**src/rtl/mash_pkg.sv**
```systemverilog
// rtl/mash_pkg.sv - shared constants for the MASH 1-1-1 accumulator front end
package mash_pkg;

  localparam int W_DEFAULT = 9;

  // Fibonacci LFSR for x^15 + x^14 + 1, shifted towards the MSB
  localparam int              LFSR_W     = 15;
  localparam int              LFSR_TAP_A = 14;
  localparam int              LFSR_TAP_B = 13;
  localparam logic [LFSR_W-1:0] LFSR_SEED = 15'h0001;

  localparam logic [1:0] ST_ZERO = 2'b00;

  function automatic logic [1:0] st_encode(input logic carry);
    return {1'b0, carry};
  endfunction

endpackage

```
**src/rtl/mash_acc_stage.sv**
```systemverilog
// rtl/mash_acc_stage.sv - one first-order accumulator with carry-in and carry-out
module mash_acc_stage
  import mash_pkg::*;
#(
  parameter int W = W_DEFAULT
) (
  input  logic         clk,
  input  logic         rst,
  input  logic         en,
  input  logic [W-1:0] addend,
  input  logic         carry_in,
  output logic [W-1:0] sum_low,
  output logic         carry_out
);

  logic [W-1:0] acc;
  logic [W:0]   sum;

  // (2^W-1) + (2^W-1) + 1 fits in W+1 bits, so one carry bit is enough
  assign sum       = {1'b0, acc} + {1'b0, addend} + {{W{1'b0}}, carry_in};
  assign sum_low   = sum[W-1:0];
  assign carry_out = sum[W];

  always_ff @(posedge clk or posedge rst) begin
    if (rst) begin
      acc <= '0;
    end else if (en) begin
      acc <= sum_low;
    end
  end

endmodule

```
**src/rtl/mash111_acc.sv**
```systemverilog
// rtl/mash111_acc.sv - word handshake, dither LFSR and three-stage carry cascade
module mash111_acc
  import mash_pkg::*;
#(
  parameter int IN_WIDTH        = 13,
  parameter int fractional_bits = W_DEFAULT
) (
  input  logic                                clk,
  input  logic                                rst,
  input  logic                                en,
  input  logic                                din_valid,
  input  logic [IN_WIDTH-1:0]                 din,
  output logic                                din_ready,
  input  logic                                dither_en,
  output logic [1:0]                          St1,
  output logic [1:0]                          St2,
  output logic [1:0]                          St3,
  output logic [IN_WIDTH-fractional_bits-1:0] int_out,
  output logic                                out_valid
);

  localparam int W = fractional_bits;

  logic [IN_WIDTH-1:0] a_word;
  logic [IN_WIDTH-1:0] p_word;
  logic                p_full;
  logic                accept;
  logic [LFSR_W-1:0]   lfsr;
  logic                dither_bit;
  logic [W-1:0]        s1_low;
  logic [W-1:0]        s2_low;
  logic [W-1:0]        s3_low;
  logic                c1;
  logic                c2;
  logic                c3;
  logic                unused_s3;

  assign din_ready = !p_full;
  assign accept    = din_valid & din_ready;

  // Transfer and accept never coincide: accept needs p_full low, transfer needs it high
  always_ff @(posedge clk or posedge rst) begin
    if (rst) begin
      a_word <= '0;
      p_word <= '0;
      p_full <= 1'b0;
    end else begin
      if (en && p_full) begin
        a_word <= p_word;
        p_full <= 1'b0;
      end
      if (accept) begin
        p_word <= din;
        p_full <= 1'b1;
      end
    end
  end

  always_ff @(posedge clk or posedge rst) begin
    if (rst) begin
      lfsr <= LFSR_SEED;
    end else if (en) begin
      lfsr <= {lfsr[LFSR_W-2:0], lfsr[LFSR_TAP_A] ^ lfsr[LFSR_TAP_B]};
    end
  end

  assign dither_bit = lfsr[0] & dither_en;

  mash_acc_stage #(.W(W)) u_stage1 (
    .clk       (clk),
    .rst       (rst),
    .en        (en),
    .addend    (a_word[W-1:0]),
    .carry_in  (dither_bit),
    .sum_low   (s1_low),
    .carry_out (c1)
  );

  mash_acc_stage #(.W(W)) u_stage2 (
    .clk       (clk),
    .rst       (rst),
    .en        (en),
    .addend    (s1_low),
    .carry_in  (1'b0),
    .sum_low   (s2_low),
    .carry_out (c2)
  );

  mash_acc_stage #(.W(W)) u_stage3 (
    .clk       (clk),
    .rst       (rst),
    .en        (en),
    .addend    (s2_low),
    .carry_in  (1'b0),
    .sum_low   (s3_low),
    .carry_out (c3)
  );

  assign unused_s3 = ^s3_low;

  always_ff @(posedge clk or posedge rst) begin
    if (rst) begin
      St1       <= ST_ZERO;
      St2       <= ST_ZERO;
      St3       <= ST_ZERO;
      int_out   <= '0;
      out_valid <= 1'b0;
    end else if (en) begin
      St1       <= st_encode(c1);
      St2       <= st_encode(c2);
      St3       <= st_encode(c3);
      int_out   <= a_word[IN_WIDTH-1:W];
      out_valid <= 1'b1;
    end else begin
      St1       <= ST_ZERO;
      St2       <= ST_ZERO;
      St3       <= ST_ZERO;
      out_valid <= 1'b0;
    end
  end

endmodule

```
**config.mk**
```make
export PLATFORM = sky130hd
export DESIGN_NAME = mash111_acc
export DESIGN_NICKNAME = d
export VERILOG_FILES = /design/src/rtl/mash_pkg.sv /design/src/rtl/mash_acc_stage.sv /design/src/rtl/mash111_acc.sv
export SDC_FILE = /design/constraint.sdc
export NUM_CORES = 1
export LEC_CHECK = 0
export ABC_CLOCK_PERIOD_IN_PS = 4100
export BUFFER_PORTS_ARGS = -buffer_cell sky130_fd_sc_hd__buf_2
export CORE_MARGIN = 2
export CORE_UTILIZATION = 54
export DETAILED_ROUTE_END_ITERATION = 8
export GPL_TIMING_DRIVEN = 0
export HOLD_SLACK_MARGIN = 0.03
export PLACE_DENSITY_LB_ADDON = 0.08
export SYNTH_ARGS = -nofsm -noshare
export SYNTH_HDL_FRONTEND = slang
export SYNTH_HIERARCHICAL = 1
export SYNTH_SLANG_ARGS = --single-unit
```
**constraint.sdc**
```tcl
create_clock -name clk -period 4.1 [get_ports clk]
set_clock_uncertainty 0.2 [all_clocks]
set_input_delay 0.205 -clock clk [delete_from_list [all_inputs] [get_ports clk]]
set_output_delay 0.205 -clock clk [all_outputs]
set_load 0.01 [all_outputs]
```
# After elaboration in Yosys (flattened, before gate mapping)

Index checks and enable logic that the tools add are counted.
Widths: inputs -> output; s select.

Add/subtract/negate cells: 4
Multiply operators: 0
Div/mod/pow operators: 0
Order comparisons: 0
Equal/unequal tests: 0
Shift-type cells: 0
Mux-type cells: 6
Bitwise logic cells: 3
Reductions and logical operators: 3

Operators by type and width:

| cell              | number |
|---|---|
| $add 9x9->10      | 3 |
| $add 10x1->10     | 1 |
| $mux 1            | 6 |
| $and 1x1->1       | 2 |
| $reduce_bool 2->1 | 1 |
| $logic_and 1x1->1 | 1 |
| $logic_not 1->1   | 1 |
| $xor 1x1->1       | 1 |

Flip-flop bits (word level): 80
Latch bits: 0
RAM bits: 0
Memory bits (read-only): 0
Input bits: 18
Output and inout port bits: 12
Word-level logic and storage cells: 28
Memories kept: 0

# Longest topological paths before layout

Gate-level depths: netlist (run 1).

Depth after elaboration: 5
Mapped depth: 19
Gate-level depth less buffers: 19

# Cells and area by module

Netlist (run 1), hierarchy kept.

Modules (own cells, without submodules):

| module                         | instances | cells each | area each (um2) | sequential area each (um2) |
|---|---|---|---|---|
| mash111_acc                    | 1         | 116        | 1,923.1         | 1,252.5 |
| mash_acc_stage at u_stage1 ... | 2         | 75         | 732.0           | 225.2 |
| mash_acc_stage at u_stage2     | 1         | 73         | 733.2           | 225.2 |

# Worst setup path after synthesis (run 1)

No wires, ideal clock.

Path type: register to register
From: reg lfsr[0]
To: reg u_stage3.acc[8]
Setup time: 0.125 ns
Data arrival time: 4.137 ns
Required time: 3.775 ns
Path slack: -0.362 ns
Cell stages (with the launch flop): 18
Buffers on the path: 0
Clock period less this slack: 4.462 ns
Cell sequence: dfstp_2 and2_1 inv_1 fa_1 fa_1 inv_1 ha_1 nor2b_4 o31a_1 o21ai_0 nor3b_1 nor2_1 ha_1 a21o_1 or3_1 o22ai_1 xnor2_1 mux2_2

Word-level cells in the longest chain between the ends: 4

Ends and longest elaborated chain:

| what                     | line                 | RTL |
|---|---|---|
| start: declaration       | mash111_acc.sv:28    | `logic [LFSR_W-1:0] lfsr;` |
| start signal: assignment | mash111_acc.sv:63    | `lfsr <= {lfsr[LFSR_W-2:0], lfsr[LFSR_TAP_A] ^ lfsr[LFSR_TAP_B]};` |
| $and 1x1->1              | mash111_acc.sv:67    | `assign dither_bit = lfsr[0] & dither_en;` |
| named net dither_bit     | mash111_acc.sv:29    | `logic dither_bit;` |
| $add 10x1->10            | mash_acc_stage.sv:20 | `assign sum = {1'b0, acc} + {1'b0, addend} + {{W{1'b0}}, carry_in};` |
| named net s1_low[1]      | mash111_acc.sv:30    | `logic [W-1:0] s1_low;` |
| $add 9x9->10             | mash_acc_stage.sv:20 |  |
| named net s2_low[5]      | mash111_acc.sv:31    | `logic [W-1:0] s2_low;` |
| $add 9x9->10             | mash_acc_stage.sv:20 |  |
| named net s3_low[8]      | mash111_acc.sv:32    | `logic [W-1:0] s3_low;` |
| end signal: assignment   | mash_acc_stage.sv:28 | `acc <= sum_low;` |
| end: declaration         | mash_acc_stage.sv:16 | `logic [W-1:0] acc;` |

The timed path passes the listed nets, and every way through them passes these cells.
A chain may end at the register's enable or synchronous reset.

# Final worst setup path (run 1)

Same ends and word-level chain as after synthesis.

==> metrics, run 1 <==
status=complete, but fails checks; failing checks=negative setup slack; H-tree levels=3; setup TNS=-1.17 ns; die height=91.2 um; Worst Path Arrival=4.46 ns; Filler Cell Count=between 500 and 600; CP Max Fanout=5; kind of end point of the critical path=flop; io pins=30; initial core utilization=56.3%; DR vias=2588; post-DR wirelength/cell=14.2 um; CTS tree=done; period utilization=108%; final count of negative-setup-slack endpoints=4; RSZ-0062 raised after global routing=true; vias in the first global route=2814; CP required=slightly above 4 ns; number of hold violations in the final report=0; clock sinks=77; max-slew violations=0; Max-Cap Viols=0; slowest cell on the critical path=dfstp_2; Clock Tree Root=clkbuf_8; drt first pass iters=4; CTS Buffer Depth=2; Total GRT Usage=a little under a fifth; DP Wirelength=slightly above 5 mm; row count=31; NumNets Final=between 400 and 500; core footprint=7290 sq um; Routed Antenna Nets=0; syn avg cell area=12.2 sq um; initial antenna violation count=0; share of layout cells above drive strength 1=between 30% and 40%; Worst Hold Class=in2async; Worst Max-Slew Pin Slew=0.564 ns; Tmin final=4.42 ns; slew margin rel.=between 60% and 70%; 1st-iter DRT viols=90; die width=91.2 um; CP cell instances=and2_4 > inv_4 > fa_2 > fa_2 > nand2b_4 > nand2b_1 > a21oi_1 > xnor2_1 > ha_2 > o21ai_2 > nor3b_4 > nor2_2 > ha_1 > buf_4 > buf_6 > o211ai_1 > a21oi_2 > o22ai_2 > xnor2_1 > mux2_2; Die ar.=8320 sq um; DRC=0; yosys warns=6; GRT overflow=0; Syn Inst Count=around 340; number of CTS-inserted buffers=9; Placer Congestion=0.801; final WL=about 7 mm; most frequent cells in the layout=dfrtp_1, mux2_2, buf_2, inv_1, ha_1; Max Fclk=0.226 GHz; commonest non-fill, non-tap cell in the layout=dfrtp_1; # port buffers=26; Syn-to-layout area delta=21.2%; first-pass GRT wire length=12.6 mm; clk slew on worst S/H paths=0.09 ns; worst-skew pair later-pin latency=0.35 ns; mapped cell area=4110 sq um; critical path class=reg2reg; crit start category=flop; n_diodes=0; Via density=5.10; Final Worst Setup Slack=-0.321 ns; largest net degree at the start of global routing=46; slowest stage delay, CP=0.55 ns
routing by layer:
metal	global-route usage, %	wire length, um	vias to the layer above
met4	6.82	120	0
met5	0	0	-
met1	24.4	3410	1264
li1	-	-	1289
met2	31.8	3510	24
met3	3.40	141	11
per-stage QoR:
step           cells  hold slack [ns]  utilization [%]  setup WS (ns)  area [sq um]
2_1_floorplan    340           -0.167                -         -0.109          4130
3_3_place_gp     465           0.0141             60.1         -0.375          4390
3_5_place_dp     466          -0.0642             60.4         -0.437          4410
4_1_cts          503            0.113             66.9         -0.323          4880
5_1_grt          507            0.140             68.3         -0.497          4980
6_report         507            0.133             68.3         -0.321          4980
worst paths after layout:
kind | start | end | slack [ns] | depth (start not counted)
worst max-delay path | lfsr[0] | u_stage3/acc[8] | -0.32 | 20
worst min register to register | lfsr[5] | lfsr[6] | 0.30 | 1
worst max register to register | lfsr[0] | u_stage3/acc[8] | -0.32 | 20
max in group asynchronous | rst | lfsr[0] | 3.05 | 4
min in group clk | din_valid | p_word[10] | 0.20 | 4
worst min-delay path | rst | p_word[1] | 0.13 | 3
registers in the layout, indices dropped and copies added (netlist names):
name          count
a_word           13
int_out           4
u_stage2/acc      9
p_word           13
p_full            1
St3               1
out_valid         1
lfsr             15
u_stage3/acc      9
u_stage1/acc      9
St1               1
St2               1
worst max-delay path, delay by kind of cell, from the launching register on:
family / cells / cell delay, ns
compound gates: 5 / 0.56
mux: 1 / 0.26
buf+inv: 3 / 0.25
fa+ha+maj: 4 / 1.43
xor+xnor: 2 / 0.40
flops: 1 / 0.55
simple gates: 5 / 0.66
what timing repair did:
action                     in CTS  in global routing
setup buffers                   6                  4
gates resized for setup        13                 17
hold endpoints to repair       90                  0
hold buffers                   15                  0
setup endpoints to repair       4                  6
pin swaps                       3                  3
area by class of cell:
class | instances | area, sq um | share of cell area [%]
multi-input cells | 221 | 2130 | 42.8
repair buffers | 52 | 379 | 7.61
clock buffers | 10 | 128 | 2.56
flip-flops and latches | 77 | 1930 | 38.7
inverters | 30 | 115 | 2.31
clock inverters | 6 | 93.8 | 1.88
plain buffers | 12 | 78.8 | 1.58
well taps | 99 | 124 | 2.49
Power of run 1 is left out: the tool's default activity adds up to more than one toggle a clock period on the data nets, which glitch-free logic cannot reach.
==> inputs of run 2 (changes only) <==
- ABC_CLOCK_PERIOD_IN_PS: 4100 -> 4300
- CORE_UTILIZATION: 54 -> 60
- SYNTH_HIERARCHICAL: 1 -> not set
- clock period: 4.1 -> 4.3 ns (I/O delays scaled with it)
==> run 2 against run 1 <==
The flow now finishes without violations. Critical path depth shrank 3. Flip-flop and latch count is the same. Die area shrank 12%. Sequential share of layout area grew 2.0 points. First-iteration DRC count grew 28%. Utilization grew 5.9 points. Count of clock-buffer cells in the layout is the same. Maximum frequency grew 5.7%. Design area shrank 4.9%. Critical endpoint is now St3[0].
==> metrics, run 2 <==
die width=85.4 um (-6.4%); final WL=6.95 mm (-3.4%); crit start category=flop; most frequent cells in the layout=dfrtp_1, mux2_1, buf_2, ha_1, nor2_1; main flop type after synthesis=dfrtp_1; Filler Cell Count=451 (-24%); Reg with most FFs=lfsr; CP required=4.33 ns (+0.19 ns); CP Max Fanout=4 (-1); DRC=0 (unchanged); Clock Tree Root=clkbuf_8; NumNets Final=440 (-2.4%); cell taking the most area after synthesis=dfrtp_1; initial antenna violation count=0 (unchanged); initial core utilization=62.2% (+5.9 points); sequential area share after synthesis=around half; fin area=4730 sq um (-4.9%); io pins=30 (unchanged); clock sinks=77 (unchanged); most frequent cell after synthesis=dfrtp_1; number of hold violations in the final report=0 (unchanged); # port buffers=26 (unchanged); CTS Buffer Depth=2 (unchanged); clk slew on worst S/H paths=0.08 ns (about the same); GRT overflow=0 (unchanged); Post-synth top cells=dfrtp_1, mux2_1, ha_1; max-slew violations=0 (unchanged); Max-Cap Viols=0 (unchanged); Reg-to-Reg End=St3[0]; Tmin final=4.18 ns (-0.237 ns); kind of end point of the critical path=flop; critical path class=reg2reg; mapped cell area=3980 sq um (-3.3%); Worst Path Arrival=4.21 ns (-0.25 ns); post-DR wirelength/cell=14.7 um (+3.8%); die height=85.4 um (-6.4%); Syn-to-layout area delta=19.1%; Area after DPL=4240 sq um (-3.8%); top post-synthesis cells by area=dfrtp_1, mux2_1, ha_1; vias in the first global route=2538 (-9.8%); largest net degree at the start of global routing=59 (+28%); row count=29 (-6.5%); number of synthesized flops with an enable pin=0; Routed Antenna Nets=0 (unchanged); distinct cell type count after synthesis=38; 1st-iter DRT viols=115 (+28%); Worst Max-Slew Pin Slew=0.646 ns (+0.0818 ns); Syn Inst Count=327 (-2.7%); Placer Congestion=0.813 (+1.5%); DP Wirelength=4.82 mm (-5.1%); status=completed; H-tree levels=3 (unchanged); slew margin rel.=57.0% (-5.5 points); worst hold margin=0.153 ns (+0.0197 ns); Total GRT Usage=20.6% (+1.7 points); Via density=5.52 (+8.2%); yosys warns=0 (-6); reg2reg start=lfsr[0]; drt first pass iters=5 (+1); Die ar.=7290 sq um (-12%); number of CTS-inserted buffers=9 (unchanged); R2R cell count=17 (-15%); first-pass GRT wire length=11.6 mm (-7.9%); worst-skew pair later-pin latency=0.35 ns (about the same); Critical Path End=St3[0]; Critical Path Start=lfsr[0]; Largest regs=lfsr (15), a_word (13), p_word (13); top cell type's share of synthesized area=47.8%; max reg flops=15 (unchanged); core footprint=6390 sq um (-12%); period utilization=97.3% (-11 points); CTS tree=done; FFs w/ async S/R, synth=100%; FF+latch count, synth=77; Post-Route Utilization=74.1% (+5.9 points); DR vias=2607 (+0.73%); syn avg cell area=12.2 sq um (-0.60%); Worst Hold Class=in2async; Max Fclk=0.239 GHz (+5.7%); Worst R2R Setup Slack=0.12 ns (+0.44 ns); final count of negative-setup-slack endpoints=0 (-4); commonest non-fill, non-tap cell in the layout=dfrtp_1; n_diodes=0 (unchanged); share of layout cells above drive strength 1=21.8% (-17 points)
-- run 2: timing repair --
| action | CTS | global route |
|---|---|---|
| cloned | 0 | 0 |
| setup endpoints to repair | 1 | 4 |
| endpoints found under the hold margin | 90 | 0 |
| pin swaps | 1 | 8 |
| hold buffers | 15 | 0 |
| setup buffers | 0 | 8 |
| gates resized for setup | 2 | 12 |
-- run 2: worst min path at each step --
| stage | cells after the start | slack, ns | to |
|---|---|---|---|
| final | 3 | 0.15 | u_stage3.acc[1] |
| after global routing | 3 | 0.17 | u_stage3.acc[7] |
| after detailed placement | 2 | -0.01 | St3[0] |
| after global placement | 1 | 0.14 | out_valid |
| after CTS | 3 | 0.14 | u_stage3.acc[1] |
| after floorplan | 0 | 0.05 | out_valid |
-- run 2: through the flow --
stage / cells / TNS (ns) / worst slack (ns)
global route: 472 / -0.168 / -0.0801
finish: 472 / 0 / 0.117
floorplan: 329 / 0 / 0.402
detailed placement: 433 / -0.0678 / -0.0678
CTS: 464 / 0 / 0.0103
global placement: 432 / -0.0877 / -0.0877
-- run 2: critical path, cell delays in order, from the launching register on --
cell and delay [ns]:
dfstp_2 0.56, nand2_2 0.09, fa_2 0.38, fa_2 0.36
nand2b_4 0.16, a21oi_2 0.15, nor2_1 0.07, xnor2_1 0.24
ha_1 0.33, a21oi_2 0.19, o21ai_0 0.11, and2_1 0.21
xor2_2 0.20, buf_4 0.14, ha_1 0.30, o21a_1 0.17
o21ai_0 0.13, a21oi_1 0.05
-- run 2: area by class of cell --
type / count / area [sq um] / share of cell area [%]
multi-input cells: 224 / 1990 / 42.0
flip-flops and latches: 77 / 1930 / 40.7
repair buffers: 50 / 368 / 7.77
clock buffers: 10 / 138 / 2.91
well taps: 77 / 96.3 / 2.03
clock inverters: 6 / 92.6 / 1.96
inverters: 16 / 62.6 / 1.32
plain buffers: 12 / 58.8 / 1.24
-- run 2: kinds of logic after synthesis --
kind of cell / share of synthesized area (%)
flip-flops: 48.5
AO/OA/AOI/OAI: 10.3
multiplexers: 17.9
AND/OR/NAND/NOR: 5.57
adder cells (fa/ha/maj): 10.8
buffers and inverters: 2.99
XOR/XNOR: 3.75
other: 0.0943
-- run 2: routing by layer --
metal	track usage (%)	up-vias	share of wire [%]
met2	32.6	37	48
li1	-	1282	-
met3	4.67	13	2.6
met4	8.23	0	2.2
met5	0	-	0
met1	27.6	1275	48
Power of run 2 is left out for the same reason.
==> inputs of run 3 (changes only) <==
- ABC_CLOCK_PERIOD_IN_PS: 4300 -> 3840
- CORE_UTILIZATION: 60 -> 54
- clock period: 4.3 -> 3.84 ns (I/O delays scaled with it)
==> run 3 against run 2 <==
The flow now finishes with violations (negative setup slack). Non-clock buffer count grew 16. Hold slack lost 0.10 ns. Utilization down 3.1 points. Die area rose by 11%. Count of clock-buffer cells in the layout unchanged. Sequential share of layout area shrank 2.9 points. Design area rose by 7.6%. Largest cell class unchanged. Global-route usage rose by 0.060 points.
==> metrics, run 3 (synthesis results as in run 2) <==
status=complete, but fails checks; failing checks=negative setup slack; Placer Congestion=0.813 (about the same); max reg flops=15 (unchanged); Max-Cap Viols=0 (unchanged); die width=89.8 um (+5.2%); slew margin rel.=52.7% (-4.3 points); number of hold violations in the final report=0 (unchanged); initial core utilization=55.4% (-6.8 points); Post-Place Setup Slack=-0.606 ns (-0.538 ns); worst-skew pair later-pin latency=0.36 ns (about the same); 1st-iter DRT viols=126 (+9.6%); DR vias=2720 (+4.3%); CTS Buffer Depth=2 (unchanged); max-slew violations=0 (unchanged); io pins=30 (unchanged); setup TNS=-0.631 ns (-0.631 ns); GRT overflow=0 (unchanged); NumNets Final=456 (+3.6%); Area after DPL=4270 sq um (+0.71%); Via density=5.33 (-3.4%); DP Wirelength=4.91 mm (+1.9%); CP Max Fanout=4 (unchanged); row count=31 (+6.9%); Clock Tree Root=clkbuf_8; Final Worst Setup Slack=-0.211 ns (-0.328 ns); share of layout cells above drive strength 1=31.9% (+10 points); Max Fclk=0.247 GHz (+3.3%); Syn-to-layout area delta=28.2%; number of CTS-inserted buffers=9 (unchanged); final count of negative-setup-slack endpoints=4 (+4); critical path class=reg2reg; Largest regs=lfsr (15), a_word (13), p_word (13); CTS tree=done; Worst Hold Class=in2async; Die ar.=8060 sq um (+11%); Worst Path Arrival=4.12 ns (-0.09 ns); clock sinks=77 (unchanged); n_diodes=0 (unchanged); vias in the first global route=2832 (+12%); CP required=3.91 ns (-0.42 ns); initial antenna violation count=0 (unchanged); fin area=5100 sq um (+7.6%); # port buffers=26 (unchanged); RSZ-0062 raised after global routing=true; Worst Max-Slew Pin Slew=0.710 ns (+0.0644 ns); first-pass GRT wire length=13.2 mm (+14%); kind of end point of the critical path=flop; drt first pass iters=4 (-1); DRC=0 (unchanged); commonest non-fill, non-tap cell in the layout=dfrtp_1; period utilization=105% (+8.2 points); final WL=7.67 mm (+10%); crit start category=flop; Routed Antenna Nets=0 (unchanged); most frequent cells in the layout=dfrtp_1, mux2_1, buf_2, buf_4, ha_1; Total GRT Usage=20.6% (+0.060 points); worst hold margin=0.0478 ns (-0.105 ns); largest net degree at the start of global routing=74 (+25%); core footprint=7180 sq um (+12%); Tmin final=4.05 ns (-0.132 ns); post-DR wirelength/cell=15.0 um (+2.1%); Reg with most FFs=lfsr; clk slew on worst S/H paths=0.09 ns (about the same); die height=89.8 um (+5.2%); H-tree levels=3 (unchanged)
## run 3: final timing paths
path / slack [ns] / start / cells after the start / end
hold reg to reg: 0.28 / p_word[0] / 1 / p_word[0]
min in group clk: 0.14 / dither_en / 4 / u_stage1.acc[0]
hold / removal: 0.05 / rst / 3 / u_stage3.acc[7]
setup / recovery: -0.21 / lfsr[0] / 16 / u_stage3.acc[7]
setup reg to reg: -0.21 / lfsr[0] / 16 / u_stage3.acc[7]
max in group asynchronous: 2.84 / rst / 4 / u_stage2.acc[4]
## run 3: layer usage
metal | wire length, um | up-vias | GRT usage (%)
met4 | 160 | 0 | 6.67
met3 | 208 | 17 | 4.86
li1 | - | 1313 | -
met1 | 3440 | 1357 | 26.6
met2 | 3860 | 33 | 34.7
met5 | 0 | - | 0
## run 3: worst max-delay path, cell delays in order, from the launching register on
cell and delay [ns]:
dfstp_2 0.57, nand2_4 0.07, fa_2 0.35, fa_2 0.59, inv_2 0.06, ha_4 0.22, a211oi_4 0.28, o21bai_1 0.11
a21oi_1 0.19, xnor2_1 0.12, ha_2 0.22, buf_4 0.15, nor3_1 0.21, nor2_1 0.08, o211ai_1 0.15, a21boi_1 0.14
o31ai_2 0.25
## run 3: per-stage QoR
| stage | utilization (%) | std cells |
|---|---|---|
| global placement | 59.1 | 454 |
| floorplan | - | 329 |
| global route | 71.0 | 510 |
| CTS | 68.9 | 505 |
| detailed placement | 59.5 | 455 |
| finish | 71.0 | 510 |
## run 3: area by class of cell
type                       count  area [sq um]
sequential                    77          1930
clock inverter                 6          72.6
timing repair buffer          66           492
multi-input combinational    224          2230
inverter                      16          62.6
tap                           99           124
buffer                        12          58.8
fill                         510          2080
clock buffer                  10           128
## run 3: timing repair
| action | in CTS | in global routing |
|---|---|---|
| hold buffers | 15 | 0 |
| gates resized for setup | 39 | 19 |
| setup endpoints to repair | 5 | 5 |
| pin swaps | 24 | 18 |
| buffers inserted | 19 | 5 |
| hold endpoints to repair | 90 | 0 |
Power of run 3 is left out for the same reason.
